<file path="src/rtl/reg_writeback_unit.sv">
// reg_writeback_unit
//   Producer side of the register file write port. It holds one buffered ALU
//   result and one buffered load result, and drives the single we/waddr/wdata
//   write port from whichever entry wins a fixed load-first arbitration.
//   It also keeps a pending-write scoreboard so that issue logic can stall on
//   registers that still have a load outstanding.
//
//   Optional feature macro: WB_BYPASS_EN
//     defined   -> the write in flight is forwarded on byp_hitN/byp_dataN,
//                  and busyN drops in the writeback cycle itself.
//     undefined -> byp_* are tied to 0, and busyN drops the cycle after the write.
//
//   The reset is asynchronous and active-low. It empties both buffers and the
//   scoreboard immediately, so any in-flight result is dropped.

module reg_writeback_unit #(
    parameter int NREGS = 32,
    parameter int AW    = 6,
    parameter int DW    = 32
) (
    input  logic          clk,
    input  logic          rst_n,

    input  logic          alu_valid,
    output logic          alu_ready,
    input  logic [AW-1:0] alu_rd,
    input  logic [DW-1:0] alu_data,

    input  logic          ld_valid,
    output logic          ld_ready,
    input  logic [AW-1:0] ld_rd,
    input  logic [DW-1:0] ld_data,

    input  logic          issue_valid,
    input  logic [AW-1:0] issue_rd,

    input  logic [AW-1:0] raddr1,
    input  logic [AW-1:0] raddr2,
    output logic          busy1,
    output logic          busy2,
    output logic          byp_hit1,
    output logic          byp_hit2,
    output logic [DW-1:0] byp_data1,
    output logic [DW-1:0] byp_data2,

    output logic          we,
    output logic [AW-1:0] waddr,
    output logic [DW-1:0] wdata,
    output logic          wb_idle
);

    // Register index width. Address bits above it are ignored on input and
    // driven to zero on waddr.
    localparam int IW = $clog2(NREGS);

    // ------------------------------------------------------------------
    // Result buffers (one entry per source)
    // ------------------------------------------------------------------
    logic          alu_full_reg;
    logic [IW-1:0] alu_rd_reg;
    logic [DW-1:0] alu_data_reg;

    logic          ld_full_reg;
    logic [IW-1:0] ld_rd_reg;
    logic [DW-1:0] ld_data_reg;

    logic          alu_grant;
    logic          ld_grant;
    logic          alu_accept;
    logic          ld_accept;

    // Load results always win. The ALU entry only drains when no load is
    // buffered, so a continuous load stream starves the ALU by design.
    always_comb begin
        ld_grant  = ld_full_reg;
        alu_grant = alu_full_reg && !ld_full_reg;
    end

    // An entry can take a new result when it is empty or draining this
    // cycle. This sustains one result per cycle from a single source.
    always_comb begin
        alu_ready  = !alu_full_reg || alu_grant;
        ld_ready   = !ld_full_reg  || ld_grant;
        alu_accept = alu_valid && alu_ready;
        ld_accept  = ld_valid  && ld_ready;
    end

    // ALU buffer: fill on accept, otherwise empty once granted.
    always_ff @(posedge clk or negedge rst_n) begin
        if (!rst_n) begin
            alu_full_reg <= 1'b0;
            alu_rd_reg   <= '0;
            alu_data_reg <= '0;
        end else if (alu_accept) begin
            alu_full_reg <= 1'b1;
            alu_rd_reg   <= alu_rd[IW-1:0];
            alu_data_reg <= alu_data;
        end else if (alu_grant) begin
            alu_full_reg <= 1'b0;
        end
    end

    // Load buffer: fill on accept, otherwise empty once granted.
    always_ff @(posedge clk or negedge rst_n) begin
        if (!rst_n) begin
            ld_full_reg <= 1'b0;
            ld_rd_reg   <= '0;
            ld_data_reg <= '0;
        end else if (ld_accept) begin
            ld_full_reg <= 1'b1;
            ld_rd_reg   <= ld_rd[IW-1:0];
            ld_data_reg <= ld_data;
        end else if (ld_grant) begin
            ld_full_reg <= 1'b0;
        end
    end

    // ------------------------------------------------------------------
    // Write port
    // ------------------------------------------------------------------
    // Drive the write port straight from the granted entry. A result aimed at
    // x0 still wins its grant so that it drains, but it never raises we.
    always_comb begin
        we    = 1'b0;
        waddr = '0;
        wdata = '0;
        if (ld_grant) begin
            we    = (ld_rd_reg != '0);
            waddr = {{(AW-IW){1'b0}}, ld_rd_reg};
            wdata = ld_data_reg;
        end else if (alu_grant) begin
            we    = (alu_rd_reg != '0);
            waddr = {{(AW-IW){1'b0}}, alu_rd_reg};
            wdata = alu_data_reg;
        end
    end

    // ------------------------------------------------------------------
    // Pending-write scoreboard
    // ------------------------------------------------------------------
    // x0 is never pending. Bit 0 exists only in pending_vec, which makes the
    // lookup a plain index.
    logic [NREGS-1:1] pending_reg;
    logic [NREGS-1:1] pending_next;
    logic [NREGS-1:0] pending_vec;

    // Per-register next state. A new issue overrides a write completing in
    // the same cycle, so the later load stays tracked.
    generate
        for (genvar gi = 1; gi < NREGS; gi++) begin : g_pending
            localparam logic [IW-1:0] IDX = IW'(gi);
            logic set_hit;
            logic clr_hit;
            assign set_hit          = issue_valid && (issue_rd[IW-1:0] == IDX);
            assign clr_hit          = we && (waddr[IW-1:0] == IDX);
            assign pending_next[gi] = set_hit || (pending_reg[gi] && !clr_hit);
        end
    endgenerate

    // Scoreboard state register.
    always_ff @(posedge clk or negedge rst_n) begin
        if (!rst_n) begin
            pending_reg <= '0;
        end else begin
            pending_reg <= pending_next;
        end
    end

    assign pending_vec = {pending_reg, 1'b0};

    // ------------------------------------------------------------------
    // Scoreboard queries and optional bypass
    // ------------------------------------------------------------------
`ifdef WB_BYPASS_EN
    // Forward the write in flight. A register being written this cycle is no
    // longer reported busy, because its value is available on byp_data.
    always_comb begin
        byp_hit1  = we && (waddr[IW-1:0] == raddr1[IW-1:0]);
        byp_hit2  = we && (waddr[IW-1:0] == raddr2[IW-1:0]);
        byp_data1 = wdata;
        byp_data2 = wdata;
        busy1     = pending_vec[raddr1[IW-1:0]] && !byp_hit1;
        busy2     = pending_vec[raddr2[IW-1:0]] && !byp_hit2;
    end
`else
    // No forwarding: busy clears only once the register file holds the value.
    always_comb begin
        byp_hit1  = 1'b0;
        byp_hit2  = 1'b0;
        byp_data1 = '0;
        byp_data2 = '0;
        busy1     = pending_vec[raddr1[IW-1:0]];
        busy2     = pending_vec[raddr2[IW-1:0]];
    end
`endif

    // Idle when nothing is buffered and no load is outstanding.
    always_comb begin
        wb_idle = !alu_full_reg && !ld_full_reg && (pending_reg == '0);
    end

    // Upper address bits are deliberately ignored.
    logic unused_addr_bits;
    assign unused_addr_bits = ^{alu_rd[AW-1:IW], ld_rd[AW-1:IW], issue_rd[AW-1:IW],
                                raddr1[AW-1:IW], raddr2[AW-1:IW]};

endmodule
</file>
<file path="config.mk">
export PLATFORM = sky130hd
export DESIGN_NAME = reg_writeback_unit
export DESIGN_NICKNAME = d
export VERILOG_FILES = /design/src/rtl/reg_writeback_unit.sv
export SDC_FILE = /design/constraint.sdc
export NUM_CORES = 1
export LEC_CHECK = 0
export ABC_AREA = 1
export CAP_MARGIN = 20
export CORE_MARGIN = 3
export CORE_UTILIZATION = 46
export DETAILED_ROUTE_END_ITERATION = 8
export PLACE_DENSITY = 0.81
export SLEW_MARGIN = 20
export SYNTH_ARGS = -nofsm -noshare
export SYNTH_HDL_FRONTEND = slang
export SYNTH_SLANG_ARGS = --single-unit
</file>
<file path="constraint.sdc">
create_clock -name clk -period 1.9 [get_ports clk]
set_clock_uncertainty 0.2 [all_clocks]
set_input_delay 0.38 -clock clk [delete_from_list [all_inputs] [get_ports clk]]
set_output_delay 0.38 -clock clk [all_outputs]
set_load 0.005 [all_outputs]
</file>
==> metrics, run 1 <==
Post-DP Area 7750 um2; Synth Area in Simple Gates 26.7%; Final Wtd Congestion 0.936; via count 6065; Final Cell Area 8810 um2; initial antenna violation count 0; critical path capture point type primary output; Cell Count, Final, Fillers Out 1168; Die Area 14500 um2; CTS tree done; Hold Path Sink ld_full_reg; worst reg2reg setup slack -0.17 ns; critical path's slowest cell dfrtp_2; synthesized-area fraction occupied by adder cells 0%; DR WL/cell 17.4 um; DRC violations left 0; CP max FO 6; number of synthesized register bits 107; RSZ-0062 raised after global routing yes; r2r startpoint ld_full_reg; total power 7.70 mW; final-report hold violation count 0; std cell rows 41; Core Region 12700 um2; Synth Area in Compound Gates 7.27%; FF-to-FF End pending_reg[26]; worst hold stages 2; Worst Hold Class in2reg; final worst slack -0.326 ns; top-area cell type share of the netlist area 44.3%; violated checks setup timing; CP Class reg2out; max-slew violation count 0; Final ANT Viol Nets 0; largest net degree at the start of global routing 53; clk buf depth 2; Yosys top cell by area dfrtp_1; Tcrit/Tclk final 117%; CP most frequent cell buf_12; die extent in y 121 um; largest family of logic cells by synthesized area simple AND/OR/NAND/NOR gates; Starting DRT DRC Count 473; CP arrival 1.65 ns; clock sink total 107; post-synth cell types 24; total CTS buffers 9; post-DP HPWL 12500 um; Worst path max stage delay 0.44 ns; Area Growth Syn to Fin 45.8%; Avg Inst Size Synth 7.72 um2; Ys Warns 0; max-cap violations 0; mux contribution to synthesized area 6.52%; CP top delay family buffers and inverters; max frequency 0.449 GHz; outcome finished with violations; Cells after Synth 782; number of endpoints failing setup at the final stage 72; Clock transition at path regs 0.07 ns; crit start category flip-flop; PwrDens 874 nW/um2; Leakage 4.30 nW; crit-path cells nor2_4 -> buf_12 -> buf_12 -> buf_16 -> nand2_4 -> o21ai_2 -> buf_2; worst skew pair latency 0.35 ns; Max VDD drop 0.548 mV; placed cell count 1115; layout cells sized above 1 31.2%; WP data required 1.32 ns; CTS H-tree lvls 3; vias in the first global route 6047; Die X 121 um; Netlist Area Pre-Place 6040 um2; I/O Buffers 135; Area contributors post-synth dfrtp_1 (44%), nand2_1 (17%), buf_4 (8.6%); TritonRoute pass-1 iters 6; R2R depth 11; Post-Route WL 20400 um; IO Pins 209; min Tclk post-route 2.23 ns; xor/xnor share of the synthesized area 0%; CTS root buf clkbuf_16; ANT cells 0; HP Start ld_valid; global-route wire length before repair 31200 um; Final #Nets 1090; total gr overflow 0; sequential area share after synthesis 44.3%; worst hold slack 0.168 ns; Initial Util 47.5%; gr usage total 27.2%; Vias/cell 5.19; WP buf/inv 4
## worst reg2reg max path, cell delays in order (launching register included)
cell and delay (ns):
dfrtp_2 0.41, buf_4 0.16, clkinv_8 0.08, buf_12 0.16
buf_4 0.14, o21ai_4 0.17, buf_6 0.17, inv_4 0.05
nor2_4 0.16, nand3_1 0.10, nand2_1 0.08, nand2_1 0.07
## synth_stat cells
| cell | number |
|---|---|
| nand2_1 | 269 |
| o21ai_2 | 2 |
| buf_2 | 9 |
| nand3_1 | 75 |
| a21oi_1 | 2 |
| clkbuf_1 | 20 |
| nor2_2 | 3 |
| o22ai_4 | 2 |
| nand4_1 | 3 |
| mux2_2 | 35 |
| inv_2 | 7 |
| nor4_1 | 7 |
| inv_1 | 62 |
| o21ai_4 | 1 |
| buf_6 | 1 |
| or2_2 | 3 |
| nor2_1 | 29 |
| buf_4 | 69 |
| nor2_4 | 1 |
| clkinv_1 | 1 |
| conb_1 | 2 |
| dfrtp_1 | 107 |
| nor3_1 | 1 |
| o21ai_0 | 71 |
## cell usage in the layout (no fill, tap or decap), drive strengths merged, types with 2 or more instances in the layout
cell	count
a21oi	2
buf	139
clkbuf	14
clkdlybuf4s50	85
clkinv	5
conb	68
dfrtp	107
dlygate4sd2	4
inv	68
mux2	35
nand2	269
nand3	75
nand4	3
nor2	33
nor4	7
o21ai	74
o22ai	2
or2	3
## worst max path at each step
stage                      from   endpoint  slack, ns  cells past startpoint
floorplan             raddr1[0]      busy1       0.07                     10
global placement      raddr1[0]      busy1      -0.76                     11
detailed placement    raddr1[0]      busy1      -0.77                     11
CTS                 ld_full_reg  wdata[21]      -0.22                      7
global route        ld_full_reg  wdata[13]      -0.36                      7
finish              ld_full_reg  wdata[13]      -0.33                      7
## through the flow
stage	utilization [%]	TNS [ns]	worst slack [ns]
after floorplan	-	0	0.0680
after global placement	60.9	-8.27	-0.757
after detailed placement	60.9	-8.34	-0.767
after CTS	66.2	-8.08	-0.219
after global routing	69.2	-16.81	-0.363
final	69.2	-12.81	-0.326
## cell type report
type / count / area [um2]
flip-flops and latches: 107 / 2690
repair buffers: 231 / 2210
clock inverters: 4 / 27.5
inverters: 70 / 292
well taps: 172 / 215
fillers: 936 / 3920
clock buffers: 12 / 236
multi-input cells: 572 / 3140
## logic make-up (layout without fill, tap and decap cells)
family	count (synthesis)	in the layout
AOI/OAI and AO/OA	78	78
DFF	107	107
other	2	68
and+or+nand+nor	391	391
buffers and inverters	169	317
muxes	35	35
## report_power, final
group          leakage (nW)  internal (mW)  switching, mW  total, mW
Combinational          2.92           1.35           1.30       2.65
Sequential             1.25           2.75          0.581       3.33
Clock                 0.131          0.892          0.819       1.71
## repair_timing
item                                   in CTS  in global routing
setup endpoints to repair                  60                 72
hold buffers                                1                  0
pin swaps                                  19                 41
endpoints found under the hold margin      14                  0
resized for setup                         293                103
buffers inserted                           24                 11
cloned                                      5                  0
## metal layers
metal | GRT usage, % | share of wire, %
met3 | 7.34 | 9.6
met2 | 48.9 | 52
met1 | 31.4 | 36
met4 | 8.71 | 2.4
met5 | 0 | 0
No activity file was read; power rests on OpenSTA's default activity.
==> run 2, diff against run 1 <==
Settings changed: CAP_MARGIN 20 to default, CORE_MARGIN 3 to 2, SETUP_SLACK_MARGIN from default to 0.15.
==> run 2 against run 1 <==
The run still ends with setup timing left. Final area is 7.4% higher. Critical path depth unchanged. Register-to-register slack got worse by 0.15 ns. First-iteration DRC count increased by 38%. Non-clock buffer count up 29. Clock power grew 16%. Global-route usage fell by 0.29 points. Sequential power down 1%. Core utilization rose by 5.1 points. Fmax decreased by 2.4%. Via count rose by 6.4%. Die area fell by 3.3%. Critical path type unchanged. Critical endpoint is now wdata[20]. Highest routed layer unchanged.
==> metrics, run 2 (synthesized netlist as in run 1, its figures left out) <==
Starting DRT DRC Count 654 (+38%); total power 8.50 mW (+10%); Final Wtd Congestion 0.892 (-4.7%); number of endpoints failing setup at the final stage 72 (unchanged); CP top delay family buffers and inverters; max-cap violations 0 (unchanged); critical path capture point type primary output; std cell rows 41 (unchanged); DRC violations left 0 (unchanged); CP Class reg2out; Post-Route WL 22800 um (+12%); CP max FO 7 (+1); area occupied by registers 2680 um2 (-0.23%); total gr overflow 0 (unchanged); crit start category flip-flop; CTS root buf clkbuf_16; via count 6453 (+6.4%); WP data required 1.32 ns (about the same); Leakage 4.64 nW (+7.8%); Clock transition at path regs 0.09 ns (+0.02 ns); Die X 119 um (-1.7%); RSZ-0062 raised after global routing yes; Tcrit/Tclk final 120% (+2.9 points); Max VDD drop 0.689 mV (+26%); crit-path cells nor2_4 -> buf_6 -> buf_12 -> buf_6 -> nand2_2 -> o21ai_1 -> buf_2; CTS tree done; min Tclk post-route 2.28 ns (+0.0546 ns); Final ANT Viol Nets 0 (unchanged); Die Area 14100 um2 (-3.3%); clk buf depth 2 (unchanged); worst skew pair latency 0.37 ns (+0.02 ns); Area Growth Syn to Fin 56.5%; vias in the first global route 6174 (+2.1%); violated checks setup timing; outcome finished with violations; WP buf/inv 4 (unchanged); Vias/cell 5.39 (+3.7%); final worst slack -0.380 ns (-0.0546 ns); largest net degree at the start of global routing 59 (+11%); CP arrival 1.70 ns (+0.05 ns); CTS H-tree lvls 3 (unchanged); max frequency 0.439 GHz (-2.4%); clock sink total 107 (unchanged); Initial Util 47.5% (unchanged); fillcell total 834 (-11%); highest-count cells in the layout ignoring fill and taps nand2_1 (214), dfrtp_1 (104), clkdlybuf4s50_1 (85), conb_1 (68), buf_4 (62); PwrDens 898 nW/um2 (+2.8%); I/O Buffers 135 (unchanged); Multi-input gate area 3380 um2 (+7.4%); max-slew violation count 0 (unchanged); CP most frequent cell buf_6; critical path's slowest cell dfrtp_2; gr usage total 26.9% (-0.29 points); Core Region 12700 um2 (unchanged); most common cell after layout, fill and taps aside nand2_1; final core utilization 74.3% (+5.1 points); initial antenna violation count 0 (unchanged); final-report hold violation count 0 (unchanged); Worst path max stage delay 0.47 ns (+0.03 ns); Final #Nets 1120 (+2.8%); total CTS buffers 9 (unchanged); die extent in y 119 um (-1.7%); TritonRoute pass-1 iters 5 (-1); DR WL/cell 19.0 um (+9.2%); ANT cells 0 (unchanged); layout cells sized above 1 36.0% (+4.7 points); global-route wire length before repair 30200 um (-3.0%); Worst Hold Class in2async; post-DP HPWL 12500 um (+0.15%); IO Pins 209 (unchanged)
-- run 2: final cells by class --
type	count	area share [%]
multi-input cells	572	35.7
clock buffers	9	2.38
flip-flops and latches	107	28.4
clock inverters	7	0.860
well taps	172	2.28
repair buffers	260	27.1
repair inverters	1	0.119
inverters	70	3.24
-- run 2: path summary, 6_finish.rpt --
path,to,slack [ns],cells past startpoint,from
setup / recovery,wdata[20],-0.38,7,ld_full_reg
hold / removal,ld_data_reg[19],0.16,2,rst_n
setup reg to reg,pending_reg[5],-0.32,13,ld_full_reg
hold reg to reg,alu_data_reg[9],0.33,1,alu_data_reg[9]
max in group asynchronous,pending_reg[22],0.84,3,rst_n
min in group clk,ld_full_reg,0.20,2,ld_valid
-- run 2: metal layers --
| layer | GRT usage (%) | wire, um |
|---|---|---|
| met4 | 13.3 | 1240 |
| met2 | 44.6 | 11200 |
| met5 | 0 | 0 |
| met1 | 32.0 | 8230 |
| met3 | 7.53 | 2120 |
-- run 2: what timing repair did --
action,CTS,global route
cloned,3,4
pin swaps,20,56
endpoints found under the setup margin,76,92
resized for setup,300,155
buffers inserted,30,23
hold buffers,1,0
hold endpoints to repair,107,0
-- run 2: power breakdown --
group / internal [mW] / total [mW] / switching (mW)
sequential: 2.74 / 3.29 / 0.551
clock: 1.04 / 1.99 / 0.947
combinational: 1.64 / 3.22 / 1.58
-- run 2: through the flow --
step	hold WS (ns)	setup slack (ns)	std cells	cell area [um2]	setup TNS, ns
2_1_floorplan	-0.116	0.160	848	6300	0
3_3_place_gp	-0.0111	-0.783	1121	7840	-9.22
3_5_place_dp	-0.0118	-0.795	1121	7840	-10.10
4_1_cts	0.156	-0.270	1171	8560	-7.56
5_1_grt	0.158	-0.429	1198	9460	-21.44
6_report	0.157	-0.380	1198	9460	-18.97
